--- src/rtl/uart_cmd_handler_pkg.sv ---
// rtl/uart_cmd_handler_pkg.sv - opcodes, reply codes, register indices and state encodings
package uart_cmd_handler_pkg;

  localparam logic [7:0] CMD_DELAY   = 8'h64;
  localparam logic [7:0] CMD_WIDTH   = 8'h77;
  localparam logic [7:0] CMD_COUNT   = 8'h6E;
  localparam logic [7:0] CMD_SPACING = 8'h73;
  localparam logic [7:0] CMD_ARM     = 8'h67;
  localparam logic [7:0] CMD_READ    = 8'h72;

  localparam logic [7:0] ACK_DEFAULT = 8'h06;
  localparam logic [7:0] NAK_DEFAULT = 8'h15;

  localparam logic [1:0] IDX_DELAY   = 2'd0;
  localparam logic [1:0] IDX_WIDTH   = 2'd1;
  localparam logic [1:0] IDX_COUNT   = 2'd2;
  localparam logic [1:0] IDX_SPACING = 2'd3;

  typedef enum logic [2:0] {
    ST_IDLE, ST_PAYLOAD, ST_INDEX, ST_COMMIT, ST_TX_LOAD, ST_TX_WAIT
  } state_t;

  typedef enum logic [1:0] {
    Q_IDLE, Q_LOAD, Q_SKIP, Q_WAIT
  } q_state_t;

  function automatic int field_bytes(input int w);
    return (w + 7) / 8;
  endfunction

  function automatic int max_int(input int a, input int b);
    return (a > b) ? a : b;
  endfunction

endpackage

--- src/rtl/uart_cmd_handler_if.sv ---
// rtl/uart_cmd_handler_if.sv - byte stream between uart_rx/uart_tx and the command handler
interface uart_cmd_handler_if;
  logic [7:0] rx_data_i;
  logic       rx_valid_i;
  logic [7:0] tx_data_o;
  logic       tx_en_o;
  logic       tx_busy_i;

  modport master (output rx_data_i, rx_valid_i, tx_busy_i, input tx_data_o, tx_en_o);
  modport slave  (input rx_data_i, rx_valid_i, tx_busy_i, output tx_data_o, tx_en_o);
endinterface

--- src/rtl/uart_cmd_handler_reply.sv ---
// rtl/uart_cmd_handler_reply.sv - up to 4-byte reply buffer sent LSB first through uart_tx
module uart_reply_queue
  import uart_cmd_handler_pkg::*;
(
  input  logic        clk,
  input  logic        rst,
  input  logic        push,
  input  logic [31:0] push_data,
  input  logic [2:0]  push_cnt,
  input  logic        tx_busy,
  output logic [7:0]  tx_data,
  output logic        tx_en,
  output logic        wait_done,
  output logic        more
);
  q_state_t    state, state_nxt;
  logic [31:0] buf_q;
  logic [2:0]  cnt_q;

  always_ff @(posedge clk or posedge rst) begin
    if (rst) begin
      state <= Q_IDLE;
      buf_q <= '0;
      cnt_q <= '0;
    end else begin
      state <= state_nxt;
      if (push && state == Q_IDLE) begin
        buf_q <= push_data;
        cnt_q <= push_cnt;
      end else if (tx_en) begin
        buf_q <= {8'h00, buf_q[31:8]};
        cnt_q <= cnt_q - 3'd1;
      end
    end
  end

  // Q_SKIP covers the cycle before uart_tx raises busy in response to tx_en
  always_comb begin
    state_nxt = state;
    tx_en     = 1'b0;
    tx_data   = 8'h00;
    wait_done = 1'b0;
    case (state)
      Q_IDLE: if (push) state_nxt = Q_LOAD;
      Q_LOAD: begin
        if (!tx_busy) begin
          tx_en     = 1'b1;
          tx_data   = buf_q[7:0];
          state_nxt = Q_SKIP;
        end
      end
      Q_SKIP: state_nxt = Q_WAIT;
      Q_WAIT: begin
        if (!tx_busy) begin
          wait_done = 1'b1;
          state_nxt = (cnt_q != 3'd0) ? Q_LOAD : Q_IDLE;
        end
      end
      default: state_nxt = Q_IDLE;
    endcase
  end

  assign more = (cnt_q != 3'd0);

endmodule

--- src/rtl/uart_cmd_handler.sv ---
// rtl/uart_cmd_handler.sv - binary command parser updating glitch timing registers with ACK/NAK replies
module uart_cmd_handler
  import uart_cmd_handler_pkg::*;
#(
  parameter int         DELAY_W        = 16,
  parameter int         WIDTH_W        = 8,
  parameter int         COUNT_W        = 8,
  parameter int         SPACING_W      = 16,
  parameter int         TIMEOUT_CYCLES = 50000,
  parameter logic [7:0] ACK_BYTE       = ACK_DEFAULT,
  parameter logic [7:0] NAK_BYTE       = NAK_DEFAULT
) (
  input  logic                 clk,
  input  logic                 rst,
  uart_cmd_handler_if.slave    bus,
  output logic [DELAY_W-1:0]   delay_o,
  output logic [WIDTH_W-1:0]   width_o,
  output logic [COUNT_W-1:0]   num_pulses_o,
  output logic [SPACING_W-1:0] pulse_spacing_o,
  output logic                 pulse_en_o,
  output logic                 cmd_busy_o
);
  localparam int N_DELAY   = field_bytes(DELAY_W);
  localparam int N_WIDTH   = field_bytes(WIDTH_W);
  localparam int N_COUNT   = field_bytes(COUNT_W);
  localparam int N_SPACING = field_bytes(SPACING_W);
  localparam int N_MAX     = max_int(max_int(N_DELAY, N_WIDTH), max_int(N_COUNT, N_SPACING));
  localparam int SH_W      = 8 * N_MAX;
  localparam int TO_W      = $clog2(TIMEOUT_CYCLES + 1);
  localparam logic [TO_W-1:0] TO_LAST = TO_W'(TIMEOUT_CYCLES - 1);

  state_t          state, state_nxt;
  logic [7:0]      cmd_q;
  logic [SH_W-1:0] shadow_q;
  logic [2:0]      bcnt_q;
  logic [TO_W-1:0] tcnt_q;
  logic            timeout;
  logic [2:0]      n_sel;
  logic [31:0]     read_val;
  logic [2:0]      read_cnt;
  logic            push;
  logic [31:0]     push_data;
  logic [2:0]      push_cnt;
  logic            q_wait_done;
  logic            q_more;

  always_ff @(posedge clk or posedge rst) begin
    if (rst) begin
      state           <= ST_IDLE;
      cmd_q           <= '0;
      shadow_q        <= '0;
      bcnt_q          <= '0;
      tcnt_q          <= '0;
      delay_o         <= '0;
      width_o         <= '0;
      num_pulses_o    <= '0;
      pulse_spacing_o <= '0;
    end else begin
      state <= state_nxt;
      if (state == ST_IDLE && bus.rx_valid_i) begin
        cmd_q    <= bus.rx_data_i;
        shadow_q <= '0;
        bcnt_q   <= '0;
      end else if (state == ST_PAYLOAD && bus.rx_valid_i) begin
        shadow_q <= shadow_q | (SH_W'(bus.rx_data_i) << {bcnt_q, 3'b000});
        bcnt_q   <= bcnt_q + 3'd1;
      end
      if ((state == ST_PAYLOAD || state == ST_INDEX) && !bus.rx_valid_i && !timeout)
        tcnt_q <= tcnt_q + TO_W'(1);
      else
        tcnt_q <= '0;
      // Only the addressed register moves; shadow bits above its width are dropped
      if (state == ST_COMMIT) begin
        case (cmd_q)
          CMD_DELAY:   delay_o         <= shadow_q[DELAY_W-1:0];
          CMD_WIDTH:   width_o         <= shadow_q[WIDTH_W-1:0];
          CMD_COUNT:   num_pulses_o    <= shadow_q[COUNT_W-1:0];
          CMD_SPACING: pulse_spacing_o <= shadow_q[SPACING_W-1:0];
          default: ;
        endcase
      end
    end
  end

  always_comb begin
    n_sel = 3'(N_DELAY);
    case (cmd_q)
      CMD_WIDTH:   n_sel = 3'(N_WIDTH);
      CMD_COUNT:   n_sel = 3'(N_COUNT);
      CMD_SPACING: n_sel = 3'(N_SPACING);
      default: ;
    endcase
    read_val = 32'(delay_o);
    read_cnt = 3'(N_DELAY);
    case (bus.rx_data_i[1:0])
      IDX_WIDTH:   begin read_val = 32'(width_o);         read_cnt = 3'(N_WIDTH);   end
      IDX_COUNT:   begin read_val = 32'(num_pulses_o);    read_cnt = 3'(N_COUNT);   end
      IDX_SPACING: begin read_val = 32'(pulse_spacing_o); read_cnt = 3'(N_SPACING); end
      default: ;
    endcase
  end

  always_comb begin
    state_nxt = state;
    push      = 1'b0;
    push_data = {24'h0, ACK_BYTE};
    push_cnt  = 3'd1;
    timeout   = (state == ST_PAYLOAD || state == ST_INDEX) && !bus.rx_valid_i && (tcnt_q == TO_LAST);
    case (state)
      ST_IDLE: begin
        if (bus.rx_valid_i) begin
          case (bus.rx_data_i)
            CMD_DELAY, CMD_WIDTH, CMD_COUNT, CMD_SPACING: state_nxt = ST_PAYLOAD;
            CMD_ARM:  state_nxt = ST_COMMIT;
            CMD_READ: state_nxt = ST_INDEX;
            default: begin
              push      = 1'b1;
              push_data = {24'h0, NAK_BYTE};
              state_nxt = ST_TX_LOAD;
            end
          endcase
        end
      end
      ST_PAYLOAD: begin
        if (timeout) begin
          push      = 1'b1;
          push_data = {24'h0, NAK_BYTE};
          state_nxt = ST_TX_LOAD;
        end else if (bus.rx_valid_i && (bcnt_q + 3'd1 == n_sel)) begin
          state_nxt = ST_COMMIT;
        end
      end
      ST_INDEX: begin
        if (timeout || (bus.rx_valid_i && bus.rx_data_i > 8'd3)) begin
          push      = 1'b1;
          push_data = {24'h0, NAK_BYTE};
          state_nxt = ST_TX_LOAD;
        end else if (bus.rx_valid_i) begin
          push      = 1'b1;
          push_data = read_val;
          push_cnt  = read_cnt;
          state_nxt = ST_TX_LOAD;
        end
      end
      ST_COMMIT: begin
        push      = 1'b1;
        state_nxt = ST_TX_LOAD;
      end
      ST_TX_LOAD: if (bus.tx_en_o) state_nxt = ST_TX_WAIT;
      ST_TX_WAIT: if (q_wait_done) state_nxt = q_more ? ST_TX_LOAD : ST_IDLE;
      default: state_nxt = ST_IDLE;
    endcase
  end

  assign pulse_en_o = (state == ST_COMMIT) && (cmd_q == CMD_ARM);
  assign cmd_busy_o = (state != ST_IDLE);

  uart_reply_queue u_reply (
    .clk       (clk),
    .rst       (rst),
    .push      (push),
    .push_data (push_data),
    .push_cnt  (push_cnt),
    .tx_busy   (bus.tx_busy_i),
    .tx_data   (bus.tx_data_o),
    .tx_en     (bus.tx_en_o),
    .wait_done (q_wait_done),
    .more      (q_more)
  );

endmodule

--- src/flat_wrapper.sv ---
// flat-port wrapper written by rule: the top's interface ports become plain ports
module uart_cmd_handler_flat import uart_cmd_handler_pkg::*;
#(
  parameter int         DELAY_W        = 16,
  parameter int         WIDTH_W        = 8,
  parameter int         COUNT_W        = 8,
  parameter int         SPACING_W      = 16,
  parameter int         TIMEOUT_CYCLES = 50000,
  parameter logic [7:0] ACK_BYTE       = ACK_DEFAULT,
  parameter logic [7:0] NAK_BYTE       = NAK_DEFAULT
)
  (clk, rst, delay_o, width_o, num_pulses_o, pulse_spacing_o, pulse_en_o, cmd_busy_o, bus_rx_data_i, bus_rx_valid_i, bus_tx_busy_i, bus_tx_data_o, bus_tx_en_o);
  uart_cmd_handler_if bus_i ();
  input  logic clk;
  input  logic rst;
  output logic [DELAY_W-1:0] delay_o;
  output logic [WIDTH_W-1:0] width_o;
  output logic [COUNT_W-1:0] num_pulses_o;
  output logic [SPACING_W-1:0] pulse_spacing_o;
  output logic pulse_en_o;
  output logic cmd_busy_o;
  input wire logic [$bits(bus_i.rx_data_i)-1:0] bus_rx_data_i;
  input wire logic [$bits(bus_i.rx_valid_i)-1:0] bus_rx_valid_i;
  input wire logic [$bits(bus_i.tx_busy_i)-1:0] bus_tx_busy_i;
  output wire logic [$bits(bus_i.tx_data_o)-1:0] bus_tx_data_o;
  output wire logic [$bits(bus_i.tx_en_o)-1:0] bus_tx_en_o;
  assign bus_i.rx_data_i = bus_rx_data_i;
  assign bus_i.rx_valid_i = bus_rx_valid_i;
  assign bus_i.tx_busy_i = bus_tx_busy_i;
  assign bus_tx_data_o = bus_i.tx_data_o;
  assign bus_tx_en_o = bus_i.tx_en_o;
  uart_cmd_handler #(.DELAY_W(DELAY_W), .WIDTH_W(WIDTH_W), .COUNT_W(COUNT_W), .SPACING_W(SPACING_W), .TIMEOUT_CYCLES(TIMEOUT_CYCLES), .ACK_BYTE(ACK_BYTE), .NAK_BYTE(NAK_BYTE)) u_core (.clk(clk), .rst(rst), .bus(bus_i), .delay_o(delay_o), .width_o(width_o), .num_pulses_o(num_pulses_o), .pulse_spacing_o(pulse_spacing_o), .pulse_en_o(pulse_en_o), .cmd_busy_o(cmd_busy_o));
endmodule
--- config.mk ---
export PLATFORM = sky130hd
export DESIGN_NAME = uart_cmd_handler_flat
export DESIGN_NICKNAME = d
export VERILOG_FILES = /design/src/rtl/uart_cmd_handler_pkg.sv /design/src/rtl/uart_cmd_handler_if.sv /design/src/rtl/uart_cmd_handler_reply.sv /design/src/rtl/uart_cmd_handler.sv /design/src/flat_wrapper.sv
export SDC_FILE = /design/constraint.sdc
export NUM_CORES = 1
export LEC_CHECK = 0
export ABC_AREA = 1
export ABC_CLOCK_PERIOD_IN_PS = 4780
export BUFFER_PORTS_ARGS = -buffer_cell sky130_fd_sc_hd__buf_2
export CAP_MARGIN = 10
export CELL_PAD_IN_SITES_DETAIL_PLACEMENT = 1
export CELL_PAD_IN_SITES_GLOBAL_PLACEMENT = 2
export CORE_MARGIN = 5
export CORE_UTILIZATION = 34
export CTS_CLUSTER_DIAMETER = 120
export CTS_CLUSTER_SIZE = 30
export DETAILED_ROUTE_END_ITERATION = 6
export PLACE_DENSITY = 0.78
export SKIP_LAST_GASP = 1
export SYNTH_ARGS = -nofsm -noshare
export SYNTH_HDL_FRONTEND = slang
export SYNTH_SLANG_ARGS = --single-unit
--- constraint.sdc ---
create_clock -name clk -period 4.78 [get_ports clk]
set_input_delay 0.717 -clock clk [delete_from_list [all_inputs] [get_ports clk]]
set_output_delay 0.717 -clock clk [all_outputs]
set_load 0.02 [all_outputs]
# == After elaboration in Yosys (flattened, before gate mapping) ==
# Index checks and enable logic that the tools add are counted.
# totals
regBits,131
word_cells,126
output_inout_bits,59
in_bits,12
# op_classes
mux,47
shifts,1
bitwise,1
reduce_logical,29
add_sub_neg,3
eq_ne,32
magnitude_cmp,1
# op_table
operator,n
32-bit 2-to-1 mux,4
32-bit one-hot mux with 3 select lines,1
"8-bit by 7-bit equality test with 1-bit output, second input constant",11
16-bit 2-to-1 mux,4
16-bit one-hot mux with 3 select lines,1
3-bit 2-to-1 mux,14
3-bit one-hot mux with 6 select lines,1
"16-bit by 1-bit adder with 16-bit output, second input constant",1
"16-bit equality test, second input constant",1
8-bit 2-to-1 mux,2
16-bit bitwise OR,1
8-bit by 6-bit left shift with 16-bit output,1
2-bit 2-to-1 mux,6
5-bit 2-to-1 mux,2
"2-bit != test, second input constant",5
1-bit logical AND,9
1-bit 2-to-1 mux,9
3-bit one-hot mux with 3 select lines,1
"2-bit equality test, second input constant",4
"8-bit by 2-bit > comparator with 1-bit output, second input constant",1
2-bit one-hot mux with 4 select lines,1
2-bit AND reduction,4
"3-bit by 2-bit equality test with 1-bit output, second input constant",2
"3-bit equality test, second input constant",2
other kinds (20),26

# == Logic depth before layout (Yosys ltp) ==
# Gate-level depths: netlist of run 1.
# logic_depth
ltp_word,9
ltp_mapped,16
depth_no_buf,15

# == Modules after synthesis ==
# Synthesis of run 1 repeated with hierarchy kept, for this count alone.
# hier_totals
cells_unflattened,859
area_unflattened_um2,6894.1
# by_module_without_submodules
mod,cells_per_inst,area_per_inst_um2,instances,seq_area_each_um2
uart_cmd_handler,620,4958.5,1,2352.3
uart_reply_queue,239,1935.6,1,925.9

# == Least setup slack after synthesis of run 1 ==
# OpenSTA, ideal clock, no wires.
# synth_timing
path_kind,input to output
start,input bus_tx_busy_i
end,output bus_tx_data_o[0]
path_buffers,2
t_required_ns,4.063
slack_ns,2.456
t_arrival_ns,1.607
path_stages,5
path_cell_list,inv_1 -> nand2_1 -> buf_1 -> clkbuf_1 -> nor2_1
# synth_via
elab_chain_cells,2
# synth_lines
element,line_no,text
from (decl),flat_wrapper.sv:24,input wire logic [$bits(bus_i.tx_busy_i)-1:0] bus_tx_busy_i;
8-bit 2-to-1 mux,uart_cmd_handler_reply.sv:46,if (!tx_busy) begin
8-bit 2-to-1 mux,uart_cmd_handler_reply.sv:43,case (state)
to (decl),flat_wrapper.sv:25,output wire logic [$bits(bus_i.tx_data_o)-1:0] bus_tx_data_o;
# Every way passes these cells.

# == Final worst setup path of run 1 ==
# layout_timing
start,register u_core.u_reply.state[0]
end,output bus_tx_en_o
# layout_via
elab_chain_cells,2
# layout_lines
element,line_no,text
from (decl),uart_cmd_handler_reply.sv:16,"q_state_t state, state_nxt;"
from (signal assigned),uart_cmd_handler_reply.sv:26,state <= state_nxt;
2-bit by 1-bit equality test with 1-bit output,uart_cmd_handler_reply.sv:43,
1-bit 2-to-1 mux,uart_cmd_handler_reply.sv:43,
to (decl),flat_wrapper.sv:26,output wire logic [$bits(bus_i.tx_en_o)-1:0] bus_tx_en_o;
# Every way passes these cells.

==> results of run 1 <==
==> through the flow <==
stage          total power, mW  hold WS, ns  cells  setup WS [ns]  util (%)
2_1_floorplan             1.89        0.433    745           1.02         -
3_5_place_dp              2.13        0.464   1012           1.87      38.0
5_1_grt                   3.63        0.323   1044           1.77      41.6
6_report                  3.41        0.294   1044           1.91      41.6
4_1_cts                   3.44        0.308   1044           1.86      41.6
3_3_place_gp              2.09        0.445   1012           1.98      38.0
==> how the worst max path moves through the flow <==
stage                                              startpoint                                    to  cells after the start
after global routing      u_core.u_reply.state[0]$_DFFE_PP0P_                           bus_tx_en_o                      5
after global placement                       bus_rx_data_i[0]   u_core.u_reply.buf_q[9]$_DFFE_PP0P_                     16
after CTS                 u_core.u_reply.state[0]$_DFFE_PP0P_                           bus_tx_en_o                      5
after floorplan                                           rst          u_core.bcnt_q[0]$_DFFE_PP0P_                      1
after detailed placement                     bus_rx_data_i[0]  u_core.u_reply.buf_q[10]$_DFFE_PP0P_                     15
final                     u_core.u_reply.state[0]$_DFFE_PP0P_                           bus_tx_en_o                      5
==> state kept, by name, summed over array words and instances (netlist names) <==
name                    cells
u_core.u_reply.buf_q       16
u_core.pulse_spacing_o     16
u_core.cmd_q                8
u_core.tcnt_q              16
u_core.u_reply.cnt_q        3
u_core.state                3
u_core.u_reply.state        2
u_core.bcnt_q               3
u_core.delay_o             16
u_core.width_o              8
u_core.num_pulses_o         8
u_core.shadow_q            16
==> cell type report <==
class,count,area (um2),area share [%]
Inverter,90,340,4.90
Clock buffer,19,453,6.52
Sequential cell,115,2880,41.4
Tap cell,220,275,3.96
Timing Repair Buffer,75,388,5.58
Clock inverter,13,146,2.11
Multi-Input combinational cell,512,2470,35.5
==> where the power goes <==
part	switching (mW)	total (mW)	internal [mW]
Sequential	0.118	1.25	1.13
Combinational	0.588	0.857	0.269
Clock	0.493	1.30	0.804
==> layout by cell type, fill, tap and decap left out, drive strengths merged, types with 3 or more instances in the layout <==
cell type,Yosys,final
a21oi,38,38
a31oi,4,4
buf,12,75
clkbuf,16,19
clkinv,1,4
dfrtp,115,115
ha,13,13
inv,89,95
nand2,211,211
nand3,69,69
nand4,3,3
nor2,67,67
nor3,11,11
nor3b,4,4
nor4,8,8
o21ai,65,65
or2,6,6
xor2,4,4
==> cell families after synthesis <==
group | count (synthesis) | synth area share [%]
AO/OA/AOI/OAI | 116 | 10.6
flip-flops | 115 | 49.5
XOR/XNOR | 4 | 0.602
AND/OR/NAND/NOR | 379 | 28.4
buffers and inverters | 118 | 8.15
adder cells (fa/ha/maj) | 13 | 2.80
==> critical path: stages (launching register included) <==
cell and delay [ns]:
dfrtp_1 0.44, ha_1 0.24, nand2_1 0.08, buf_4 0.31, clkinv_1 0.38, buf_2 0.28
==> layer usage <==
layer / GRT usage [%] / vias to the layer above
met3: 3.52 / 14
met4: 5.00 / 0
met1: 26.2 / 2525
li1: - / 2527
met5: 0 / -
met2: 30.9 / 69
==> impl_metrics.tcl, run 1 <==
set metrics [dict create \
    antenna_cells 0 \
    cts_made_buffers 17 \
    core.rowCount 47 \
    relSlewSlack_pct 22.9 \
    cts_setup_buffers 0 \
    routed-wl-met2_um 8500 \
    synth_nets 770 \
    reg2reg_slack_ns 2.31 \
    finalSetupViolCount 0 \
    ys_types 37 \
    fill_cells 2083 \
    synthTopCellsByArea "dfrtp_1 49%, nand2_1 13%, nand3_1 5.6%, o21ai_0 4.7%, inv_1 4.7%" \
    wl_met1_um 8990 \
    async_flop_share_pct 100 \
    power_leakage_nw 3.51 \
    reg2reg_to "u_core.delay_o[4]$_DFFE_PP0P_" \
    synth_area_um2 5820 \
    synth_top_area_share_pct 49.5 \
    postRouteWirelength_um 18100 \
    drive_gt1_share_pct 18.0 \
    drcViolationCount 0 \
    ioPinCount 71 \
    first_pass_iters 4 \
    cts_buffer_depth 2 \
    die_h_um 141 \
    rr_startpoint "u_core.state[2]$_DFFE_PP0P_" \
    clk_pin_slew_ns 0.06 \
    drt_iter0_drc 257 \
    status "complete, no violations" \
    drv_slew 0 \
    cts.sinks 115 \
    core_um2 16700 \
    maxCapViolCount 0 \
    grt_pass1_wl_um 29600 \
    wl_per_cell_um 17.3 \
    gp_congestion 0.835 \
    grt_max_degree 52 \
    postRouteAntennaNets 0 \
    ctsResizeCount 0 \
    ys.flop_type "dfrtp_1" \
    dr_wl_met3_um 401 \
    grt.overflow.total 0 \
    via_per_inst 4.92 \
    track_usage_pct 19.0 \
    min_period_ns 2.87 \
    cp-end-kind "output pin" \
    tritoncts "done" \
    dp_hpwl_um 13400 \
    vias 5135 \
    finalHoldViolations 0 \
    vdd_drop_max_mv 0.270 \
    setup_tns_ns 0 \
    synth-edff-count 0 \
    r2r_cells 7 \
    crit_required_ns 4.06 \
    fmax_mhz 349 \
    die_w_um 141 \
    syn_to_final_growth_pct 19.4 \
    dpl-instance-area_um2 6350 \
    powerDensity_nw_per_um2 490 \
    period_share_pct 60.0 \
    port-buffer-count 70 \
    antenna_found_initial 0 \
    synth_warnings 0 \
    first_global_vias 5448 \
    insertion_delay_ns 0.41 \
    cp_data_arrival_time_ns 2.15 \
    synth.largest_area_cell "dfrtp_1" \
    ys_ff_latch 115 \
    rsz0062_at_grt "no" \
    postSynthCellCount 745 \
    top_layer "met4" \
    max_slew.worst_pin.slew_ns 1.15 \
    ys_seq_area_share_pct 49.5 \
    ctsHoldBuffers 0 \
    cts_root_buffer "clkbuf_16" \
    start_util_pct 34.8 \
    num-nets-final 836 \
    hold_class "input pin to asynchronous set/reset pin" \
    skew_ns 0.00641 \
    critical_path_class "register to output pin" \
    syn_area_per_cell_um2 7.81 \
    synthTopCellsByCount "206 x nand2_1, 115 x dfrtp_1, 73 x inv_1, 65 x nand3_1, 64 x nor2_1" \
    path_max_fanout 33 \
    htree_num_levels 4 \
    startpoint_type "register" \
    dieArea_um2 19800 \
    yosysMostFrequentCell "nand2_1" \
    finalInstanceArea_um2 6950 \
]
Power figures use the tool's default switching activity.
==> inputs of run 2 (changes only) <==
Settings changed: ABC_CLOCK_PERIOD_IN_PS 4780 to 2600, CORE_UTILIZATION 34 to 31, PLACE_DENSITY 0.78 to 0.75.
Clock period 4.78 ns to 2.6 ns, I/O delays scaled along.
==> run 2 against run 1 <==
Compared with the run above: non-clock buffer count is 10 higher; die area grew 9.0%; highest routed layer unchanged; sequential power increased by 84%; critical path type unchanged; critical path depth grew 1; first-iteration DRC count grew 9.3%; final cell count is 2.2% higher; register-to-register slack got worse by 1.9 ns; sequential share of layout area decreased by 0.61 points; design area grew 1.5%.
==> impl_metrics.tcl, run 2 (synthesized netlist as in run 1, its figures left out) <==
set metrics [dict create \
    antenna_found_initial 0 \
    track_usage_pct 17.9 \
    dieArea_um2 21600 \
    worst_slack_ns 0.245 \
    via_per_inst 4.88 \
    cts_setup_buffers 0 \
    period_share_pct 90.6 \
    cp_slowest_cell "dfrtp_1" \
    finalHoldViolations 0 \
    layout_commonest_cell "nand2_1" \
    cp-end-kind "output pin" \
    drt_iter0_drc 281 \
    path_cells "inv_2, nand2_1, nor2_1, nand2_1, nor2_1, buf_2" \
    vdd_drop_max_mv 0.525 \
    status "complete, no violations" \
    first_global_vias 5556 \
    antenna_cells 0 \
    die_h_um 147 \
    cp_data_arrival_time_ns 1.96 \
    fmax_mhz 425 \
    reg2reg_to "u_core.u_reply.buf_q[14]$_DFFE_PP0P_" \
    drv_slew 0 \
    wl_per_cell_um 17.4 \
    num-nets-final 846 \
    postRouteAntennaNets 0 \
    slowest_delay_ns 0.47 \
    pre_cts_ws_ns 0.167 \
    finalSetupViolCount 0 \
    critical_path_class "register to output pin" \
    clk_pin_slew_ns 0.05 \
    skew_ns 0.0112 \
    crit_required_ns 2.21 \
    layout_common_cells "206 x nand2_1, 115 x dfrtp_1, 72 x inv_1" \
    finish.utilization_pct 38.0 \
    setup_tns_ns 0 \
    start_util_pct 31.3 \
    grt.overflow.total 0 \
    tritoncts "done" \
    max_slew.worst_pin.slew_ns 0.678 \
    power_leakage_nw 3.55 \
    dp_hpwl_um 13700 \
    syn_to_final_growth_pct 21.2 \
    core_um2 18600 \
    insertion_delay_ns 0.42 \
    crit_start "u_core.state[2]$_DFFE_PP0P_" \
    rsz0062_at_grt "no" \
    die_w_um 147 \
    critPathCapture "pulse_en_o" \
    r2r_cells 15 \
    core.rowCount 50 \
    powerDensity_nw_per_um2 894 \
    port-buffer-count 70 \
    postRouteWirelength_um 18500 \
    cts_root_buffer "clkbuf_16" \
    hold_class "input pin to asynchronous set/reset pin" \
    gp_congestion 0.835 \
    ctsHoldBuffers 0 \
    min_period_ns 2.35 \
    fill_cells 2265 \
    ctsResizeCount 0 \
    grt_pass1_wl_um 30400 \
    startpoint_type "register" \
    ioPinCount 71 \
    path_max_fanout 7 \
    vias 5204 \
    cts_buffer_depth 2 \
    htree_num_levels 4 \
    relSlewSlack_pct 54.5 \
    drcViolationCount 0 \
    drive_gt1_share_pct 18.6 \
    maxCapViolCount 0 \
    reg2reg_slack_ns 0.44 \
    cts.sinks 115 \
    rr_startpoint "u_core.tcnt_q[0]$_DFF_PP0_" \
    first_pass_iters 4 \
    grt_max_degree 116 \
    cts_made_buffers 17 \
]
[run 2: cell count changes in the layout (fill, tap and decap cells not counted), moves of 2 or more]
cell / previous run / this run
clkinvlp_4: 2 / 4
clkinv_2: 2 / 4
inv_6: 6 / 0
buf_4: 5 / 13
clkbuf_1: 0 / 2
[run 2: through the flow]
step | hold slack (ns) | cells | power, mW | area (um2)
floorplan | 0.433 | 745 | 3.47 | 5820
global placement | 0.447 | 1035 | 3.88 | 6450
detailed placement | 0.456 | 1035 | 3.96 | 6450
CTS | 0.199 | 1066 | 6.36 | 7040
global route | 0.205 | 1067 | 6.72 | 7050
finish | 0.144 | 1067 | 6.30 | 7050
[run 2: cell type report]
type | count | area, um2 | share of cell area [%]
clock buffers | 21 | 460 | 6.53
well taps | 234 | 293 | 4.15
clock inverters | 10 | 133 | 1.88
repair buffers | 85 | 479 | 6.79
multi-input cells | 512 | 2470 | 35.0
flip-flops and latches | 115 | 2880 | 40.8
inverters | 90 | 342 | 4.84
[run 2: worst max-delay path, delay by kind of cell (launching register included)]
kind	cells	cell delay, ns
buf+inv	2	0.30
flops	1	0.47
simple gates	4	0.78
[run 2: where the power goes]
part / internal (mW) / switching (mW)
clock: 1.54 / 0.835
combinational: 0.528 / 1.10
sequential: 2.09 / 0.212
[run 2: how the worst min path moves through the flow]
| stage | start | to | slack, ns | cells past startpoint |
|---|---|---|---|---|
| after floorplan | u_core.tcnt_q[0]$_DFF_PP0_ | u_core.tcnt_q[0]$_DFF_PP0_ | 0.43 | 1 |
| after global placement | u_core.tcnt_q[0]$_DFF_PP0_ | u_core.tcnt_q[0]$_DFF_PP0_ | 0.45 | 1 |
| after detailed placement | u_core.tcnt_q[0]$_DFF_PP0_ | u_core.tcnt_q[0]$_DFF_PP0_ | 0.46 | 1 |
| after CTS | rst | u_core.cmd_q[0]$_DFFE_PP0P_ | 0.20 | 3 |
| after global routing | rst | u_core.num_pulses_o[0]$_DFFE_PP0P_ | 0.20 | 3 |
| final | rst | u_core.num_pulses_o[0]$_DFFE_PP0P_ | 0.14 | 3 |
[run 2: layer usage]
metal | part of all wire (%) | up-vias | global-route usage [%]
met5 | 0 | - | 0
met3 | 3.2 | 8 | 4.01
met2 | 47 | 77 | 28.9
met1 | 50 | 2579 | 24.5
li1 | - | 2540 | -
met4 | 0.57 | 0 | 4.15
==> inputs of run 3 (changes only) <==
Settings changed: GPL_TIMING_DRIVEN set to 0.
==> run 3 against run 2 <==
Compared with the run above: sequential share of layout area is 0.31 points lower; largest cell class unchanged; combinational power rose by 4%; critical path depth rose by 1; core utilization up 0.29 points; global-route usage rose by 1.3 points; largest power group unchanged.
==> impl_metrics.tcl, run 3 (synthesized netlist as in run 1, its figures left out) <==
set metrics [dict create \
    antenna_found_initial 0 \
    final_cell_count_no_fill 1083 \
    start_util_pct 31.3 \
    cts_setup_buffers 0 \
    syn_to_final_growth_pct 22.1 \
    path_max_fanout 7 \
    min_period_ns 2.32 \
    place_inst 1051 \
    drcViolationCount 0 \
    gp_congestion 0.806 \
    cts.sinks 115 \
    cts_root_buffer "clkbuf_16" \
    postRouteAntennaNets 0 \
    tritoncts "done" \
    dp_hpwl_um 14800 \
    htree_num_levels 4 \
    max_slew.worst_pin.slew_ns 0.800 \
    cts_buffer_depth 2 \
    crit_start "u_core.state[2]$_DFFE_PP0P_" \
    grt_max_degree 37 \
    core.rowCount 50 \
    fill_cells 2301 \
    postRouteWirelength_um 19700 \
    power_leakage_nw 3.56 \
    worst_slack_ns 0.276 \
    first_pass_iters 4 \
    cts_made_buffers 17 \
    swShare_pct 36.3 \
    cp_slowest_cell "dfrtp_1" \
    drive_gt1_share_pct 18.3 \
    setup_tns_ns 0 \
    pwr-share-clk_pct 37.0 \
    dieArea_um2 21600 \
    clk_pin_slew_ns 0.06 \
    period_share_pct 89.4 \
    status "complete, no violations" \
    die_h_um 147 \
    ioPinCount 71 \
    layout_common_cells "206 x nand2_1, 115 x dfrtp_1, 77 x buf_2" \
    grt_pass1_wl_um 32300 \
    powerDensity_nw_per_um2 884 \
    relSlewSlack_pct 46.4 \
    layout_commonest_cell "nand2_1" \
    path_cells "buf_6, inv_2, nand2_1, nor2_1, nand2_1, nor2_1, buf_2" \
    drv_slew 0 \
    p_sw_mw 2.28 \
    crit_required_ns 2.21 \
    cp-end-kind "output pin" \
    via_per_inst 4.92 \
    cp_top_family "simple AND/OR/NAND/NOR gates" \
    cp_data_arrival_time_ns 1.93 \
    vdd_drop_max_mv 0.455 \
    maxCapViolCount 0 \
    track_usage_pct 19.2 \
    num-nets-final 861 \
    first_global_vias 5820 \
    die_w_um 147 \
    hp-start "bus_rx_data_i[4]" \
    rsz0062_at_grt "no" \
    slowest_delay_ns 0.37 \
    pre_cts_ws_ns 0.110 \
    finish.utilization_pct 38.3 \
    hold_class "input pin to register" \
    vias 5332 \
    fin_hold_ws_ns 0.240 \
    power.internal_mw 4.00 \
    antenna_cells 0 \
    drt_iter0_drc 263 \
    finalHoldViolations 0 \
    core_um2 18600 \
    wl_per_cell_um 18.2 \
    insertion_delay_ns 0.42 \
    fmax_mhz 430 \
    grt.overflow.total 0 \
    p_seq_share_pct 36.2 \
    rr_startpoint "u_core.state[2]$_DFFE_PP0P_" \
    worst-path-buf-inv 3 \
    startpoint_type "register" \
    finalSetupViolCount 0 \
    port-buffer-count 69 \
    combPwrFrac_pct 26.9 \
    critical_path_class "register to output pin" \
    skew_ns 0.00841 \
]
==> run 3: changes by cell type in the layout (fill, tap and decap cells not counted), moves of 3 or more <==
cell      before  now
buf_4         13    0
clkbuf_1       2   15
buf_2         70   77
inv_6          0    4
clkinv_2       4    1
clkinv_4       0    3
==> run 3: what timing repair did <==
action | CTS | global route
resized for setup | 2 | 0
endpoints found under the hold margin | 15 | 0
hold buffers | 1 | 0
pin swaps | 0 | 0
endpoints found under the setup margin | 8 | 8
==> run 3: layout make-up <==
| type | instances | area, um2 | share of cell area (%) |
|---|---|---|---|
| flip-flops and latches | 115 | 2880 | 40.5 |
| multi-input cells | 512 | 2470 | 34.7 |
| clock buffers | 19 | 453 | 6.37 |
| repair buffers | 73 | 415 | 5.84 |
| inverters | 90 | 342 | 4.81 |
| well taps | 234 | 293 | 4.12 |
| plain buffers | 27 | 134 | 1.88 |
| clock inverters | 13 | 126 | 1.78 |
==> run 3: power by group through the flow <==
stage / combinational [mW] / sequential [mW] / clock [mW]
2_1_floorplan: 1.21 / 2.26 / 0
6_report: 1.69 / 2.27 / 2.32
4_1_cts: 1.72 / 2.27 / 2.37
3_3_place_gp: 1.61 / 2.29 / 0
5_1_grt: 1.93 / 2.31 / 2.46
3_5_place_dp: 1.70 / 2.30 / 0
==> run 3: routing by layer <==
layer / vias to the layer above / global-route usage [%] / wire length (um)
met4: 0 / 5.41 / 292
met1: 2640 / 26.2 / 9510
met2: 89 / 30.9 / 9280
met5: - / 0 / 0
met3: 25 / 4.23 / 644
li1: 2578 / - / -
==> run 3: final timing paths <==
kind                                                       to  depth (start not counted)  slack, ns
max in group asynchronous  u_core.num_pulses_o[7]$_DFFE_PP0P_                          5       1.31
max                                                pulse_en_o                          7       0.28
max reg2reg                     u_core.width_o[1]$_DFFE_PP0P_                          8       0.44
min                               u_core.cmd_q[4]$_DFFE_PP0P_                          3       0.24
min in group asynchronous         u_core.cmd_q[7]$_DFFE_PP0P_                          3       0.52
min reg2reg                        u_core.tcnt_q[0]$_DFF_PP0_                          1       0.48
==> run 3: tightest hold or removal path, delay by kind of cell <==
family	cells	cell delay, ns
AO/OA/AOI/OAI	1	0.06
buffers and inverters	1	0.11
AND/OR/NAND/NOR	1	0.05
==> run 3: metrics by stage <==
stage / area [um2] / total power [mW]
detailed placement: 6520 / 4.00
floorplan: 5820 / 3.47
finish: 7110 / 6.28
global placement: 6460 / 3.90
global route: 7110 / 6.71
CTS: 7110 / 6.36
